### src/rtl/multi_sync_pulse.sv
// multi_sync_pulse: per-channel synchroniser, persistence filter and edge-event detector
// Rev 1.0 - initial release
`default_nettype none

module multi_sync_pulse #(
  parameter int WIDTH         = 1,
  parameter int STAGES        = 2,
  parameter int FILTER_CYCLES = 0
) (
  input  logic             clk,
  input  logic             reset_n,
  input  logic [WIDTH-1:0] d,
  input  logic [WIDTH-1:0] rise_en,
  input  logic [WIDTH-1:0] fall_en,
  input  logic [WIDTH-1:0] clr,
  output logic [WIDTH-1:0] q,
  output logic [WIDTH-1:0] p,
  output logic [WIDTH-1:0] pending,
  output logic             any_pending
);

  localparam int              CNT_W   = (FILTER_CYCLES > 0) ? $clog2(FILTER_CYCLES + 1) : 1;
  localparam logic [CNT_W-1:0] CNT_MAX = CNT_W'(FILTER_CYCLES);

  generate
    if (STAGES < 2) begin : g_bad_stages
      $error("multi_sync_pulse: STAGES must be at least 2");
    end
  endgenerate

  logic [WIDTH-1:0] sync_q [STAGES];
  logic [WIDTH-1:0] sync_d [STAGES];
  logic [CNT_W-1:0] cnt_q  [WIDTH];
  logic [CNT_W-1:0] cnt_d  [WIDTH];
  logic [WIDTH-1:0] q_q, q_d;
  logic [WIDTH-1:0] p_q, p_d;
  logic [WIDTH-1:0] pending_q, pending_d;
  logic [WIDTH-1:0] synced;

  // Pure wiring between chain flops so every stage gets a full cycle to resolve.
  always_comb begin
    sync_d[0] = d;
    for (int i = 1; i < STAGES; i++) begin
      sync_d[i] = sync_q[i-1];
    end
  end

  assign synced = sync_q[STAGES-1];

  always_comb begin
    q_d = q_q;
    p_d = '0;
    for (int ch = 0; ch < WIDTH; ch++) begin
      cnt_d[ch] = '0;
      if (synced[ch] != q_q[ch]) begin
        if (cnt_q[ch] == CNT_MAX) begin
          q_d[ch] = synced[ch];
          p_d[ch] = synced[ch] ? rise_en[ch] : fall_en[ch];
        end else begin
          cnt_d[ch] = cnt_q[ch] + 1'b1;
        end
      end
    end
    // A new event beats a simultaneous clear so nothing is lost.
    pending_d = p_d | (pending_q & ~clr);
  end

  always_ff @(posedge clk or negedge reset_n) begin
    if (!reset_n) begin
      for (int i = 0; i < STAGES; i++) begin
        sync_q[i] <= '0;
      end
      for (int ch = 0; ch < WIDTH; ch++) begin
        cnt_q[ch] <= '0;
      end
      q_q       <= '0;
      p_q       <= '0;
      pending_q <= '0;
    end else begin
      for (int i = 0; i < STAGES; i++) begin
        sync_q[i] <= sync_d[i];
      end
      for (int ch = 0; ch < WIDTH; ch++) begin
        cnt_q[ch] <= cnt_d[ch];
      end
      q_q       <= q_d;
      p_q       <= p_d;
      pending_q <= pending_d;
    end
  end

  assign q           = q_q;
  assign p           = p_q;
  assign pending     = pending_q;
  assign any_pending = |pending_q;

endmodule

`default_nettype wire

### config.mk
export PLATFORM = sky130hd
export DESIGN_NAME = multi_sync_pulse
export DESIGN_NICKNAME = d
export VERILOG_FILES = /design/src/rtl/multi_sync_pulse.sv
export SDC_FILE = /design/constraint.sdc
export NUM_CORES = 1
export LEC_CHECK = 0
export ABC_AREA = 1
export CAP_MARGIN = 20
export CELL_PAD_IN_SITES_DETAIL_PLACEMENT = 1
export CELL_PAD_IN_SITES_GLOBAL_PLACEMENT = 1
export CORE_AREA = 2 2 39 41
export CTS_CLUSTER_DIAMETER = 120
export CTS_CLUSTER_SIZE = 8
export DETAILED_ROUTE_END_ITERATION = 16
export DIE_AREA = 0 0 41 43
export PLACE_DENSITY_LB_ADDON = 0.3
export SYNTH_ARGS = -nofsm -noshare
export SYNTH_HDL_FRONTEND = slang
export SYNTH_SLANG_ARGS = --single-unit
### constraint.sdc
create_clock -name clk -period 1.45 [get_ports clk]
set_input_delay 0.29 -clock clk [delete_from_list [all_inputs] [get_ports clk]]
set_output_delay 0.29 -clock clk [all_outputs]
set_load 0.01 [all_outputs]
# Word level (Yosys, flattened, before mapping)

Index checks and enable logic that the tools add are counted.

Output and inout port bits: 4
Input bits: 6
Logic and storage cells: 18
Register bits after elaboration: 6

$add $sub $neg: 1
Multiplexer cells: 5
Equality and inequality tests: 1
Bitwise gates (word level): 4
Reductions and logical operators: 1

Operator list:

| operator            | number |
|---|---|
| $mux 1              | 5 |
| $not 1->1           | 2 |
| $reduce_and 2->1    | 1 |
| $add 1x1->1 const B | 1 |
| $and 1x1->1         | 1 |
| $ne 1x1->1          | 1 |
| $or 1x1->1          | 1 |

# Logic depth before layout (Yosys ltp)

Gate-level depths: netlist of run 1.

Word-level depth: 4
Gate-level depth with buffers: 3
Gate-level depth less buffers: 3

# Worst setup path before layout of run 1

No wires, ideal clock.

Path type: register to output
From: reg pending_q, in the netlist any_pending
To: out pending
Buffers on the path: 1
Cell stages (with the launch flop): 2
Required time: 1.160 ns
Slack: 0.608 ns
Data arrival time: 0.552 ns
Cells stage by stage: dfrtp_1 buf_4

RTL lines:

| item                   | line | source |
|---|---|---|
| start, declared        | 37   | `logic [WIDTH-1:0] pending_q, pending_d;` |
| start signal, assigned | 88   | `pending_q <= pending_d;` |
| end, declared          | 18   | `output logic [WIDTH-1:0] pending,` |

No word-level cell between the ends.

# Worst setup path in the final report of run 1

From: reg p_q, in the netlist p
To: out p

RTL lines:

| item                   | line | source |
|---|---|---|
| start, declared        | 36   | `logic [WIDTH-1:0] p_q, p_d;` |
| start signal, assigned | 87   | `p_q <= p_d;` |
| end, declared          | 17   | `output logic [WIDTH-1:0] p,` |

No word-level cell between the ends.

==> reports/metrics.cfg, run 1 <==
[run_status]
status=completed

[yosys]
synth-seq-cells=5
seq_area_frac_synth=0.7143
postSynthAreaPerCell_um2=11.68
syn_area_um2=175.2
syn_inst=15
syn_nets=21
yosysWarnings=0
synth_cell_types=7

[global_route]
grt_usage=0.04247
grt_pass1_vias=138
grt_overflow=0
antenna_found_initial=0
grt_max_degree=6
grt_pass1_wl_um=455

[sta]
worst_pin_slew_ns=0.2155
final.min_clock_period_ns=1.365
max_freq_mhz=732.8
rsz0062_at_grt=no
final.setup.tns_ns=0
finalHoldViolCount=0
hold_slack_ns=0.2668
min_period_over_period=0.9412
setup_violations=0
skew_ns=0.001436
relSlewSlack=0.8559
report.final.slew_viol_count=0

[floorplanning]
pin_count=10
rows=14
start_util=0.1266
die_height_um=43
dieArea_um2=1763
die_w_um=41
core_area_um2=1384

[finish]
diodes=0
finish.net_count=33
fin_cells=42
multiInputGateArea_um2=27.53
seq_area_um2=125.1
final_area_um2=304.0
num-fill-cells=159
area_delta_synth_final_pct=73.57
layout-drive-gt1-share=0.1538

[power]
p_per_area_nw_per_um2=1173
p_leak_uw=0.0001656
peakVddDrop_uv=345.2

[route]
vias=134
via_per_inst=3.190
drc=0
routed_wl_um=311
wire_per_inst_um=7.405
dr.pass1.iters=1
drt-initial-drc-count=0
postRouteAntennaNets=0

[clock_tree]
path_clk_slew_ns=0.04
clk-insertion-delay-late_ns=0.24
h-tree-depth=1
hold_buffers=0
cts_buffers=3
cts_root_buf=clkbuf_4
cts_tree=done
clock_sinks=5
clk_path_buf_depth=2

[place]
dp_cells=38
gp_congestion=0.4904
dpl.hpwl_um=247.4
dpl_cell_area_um2=274.0
portBuffers=9

[setup_path]
required_ns=1.16
critPathKind=flip-flop to output port
critPathMaxFanout=1
cp.buffers_inverters=1
slowest_delay_ns=0.53
crit_chain=clkdlybuf4s50_1
end_kind=output port
worstSetupStartpointType=flip-flop
cp.arrival_ns=1.07
crit_slowest_cell=clkdlybuf4s50_1
path_delay_family=buffers and inverters

[job]
max-cap-violations=0

[worst_hold_path]
hp-class=input pin to async pin

==> registers in the layout, indices dropped and copies added, names as in the netlist <==
register     cells
sync_d           1
q                1
any_pending      1
synced           1
p                1
==> kinds of logic after synthesis <==
kind of cell	synth area share
buf+inv	0.1286
flops	0.7143
simple gates	0.1572
==> final timing paths <==
check	start	endpoint	slack, ns	cells after the start
hold reg to reg	sync_d[0]	synced	0.34	0
hold / removal	reset_n	q	0.27	1
setup reg to reg	synced	any_pending	0.76	2
min in group clk	sync_d[0]	synced	0.34	0
setup / recovery	p	p	0.09	1
max in group asynchronous	reset_n	synced	1.00	1
==> metal layers <==
metal	wire (µm)	GRT usage	up-vias
li1	-	-	65
met1	102	0.02632	60
met2	143	0.06875	9
met3	66	0.04712	0
met4	0	0.02000	0
met5	0	0	-
==> area by class of cell <==
type / count / share of cell area
Sequential cell: 5 / 0.4115
Timing Repair Buffer: 9 / 0.3086
Multi-Input combinational cell: 5 / 0.09053
Clock buffer: 4 / 0.08642
Tap cell: 16 / 0.06584
Inverter: 3 / 0.03704
==> layout by cell type, fill, tap and decap left out, drive strengths merged <==
| cell type | Yosys | routed |
|---|---|---|
| nand2 | 2 | 2 |
| dlygate4sd2 | 0 | 1 |
| clkbuf | 1 | 4 |
| clkdlybuf4s50 | 0 | 6 |
| dlymetal6s2s | 0 | 2 |
| inv | 3 | 3 |
| dfrtp | 5 | 5 |
| nand3 | 3 | 3 |
==> metrics by stage <==
stage / total power, µW / setup WS [ns] / util
after global routing: 378.3 / 0.03441 / 0.2197
after floorplan: 172.5 / 0.6077 / -
after detailed placement: 204.0 / 0.2573 / 0.1980
after global placement: 203.3 / 0.2651 / 0.1980
after CTS: 365.6 / 0.01722 / 0.2161
final: 356.7 / 0.08530 / 0.2197
==> cells in the mapped netlist, drive strengths merged <==
library cell  number  area [µm²]
buf                1       7.510
dfrtp              5       125.1
clkbuf             1       3.750
inv                3       11.26
nand3              3       20.02
nand2              2       7.510
==> report_power, final <==
group | switching (µW) | internal (µW) | leakage (µW) | total, µW
registers | 4.70 | 149 | 0.0000602 | 154
logic | 16.1 | 27.9 | 0.0000904 | 44.0
clock network | 54.9 | 104 | 0.0000150 | 159
==> timing repair <==
action / 4_1_cts / 5_1_grt
setup endpoints to repair: 1 / 2
setup buffers: 0 / 0
gates resized for setup: 1 / 2
hold endpoints to repair: 0 / 0
gates cloned: 0 / 0
No activity file was read; power rests on OpenSTA's default activity.
==> run 2, diff against run 1 <==
Settings changed: ABC_CLOCK_PERIOD_IN_PS set to 1450.
==> results of run 2 <==
Final layout, timing and power as in run 1 (identical DEF).
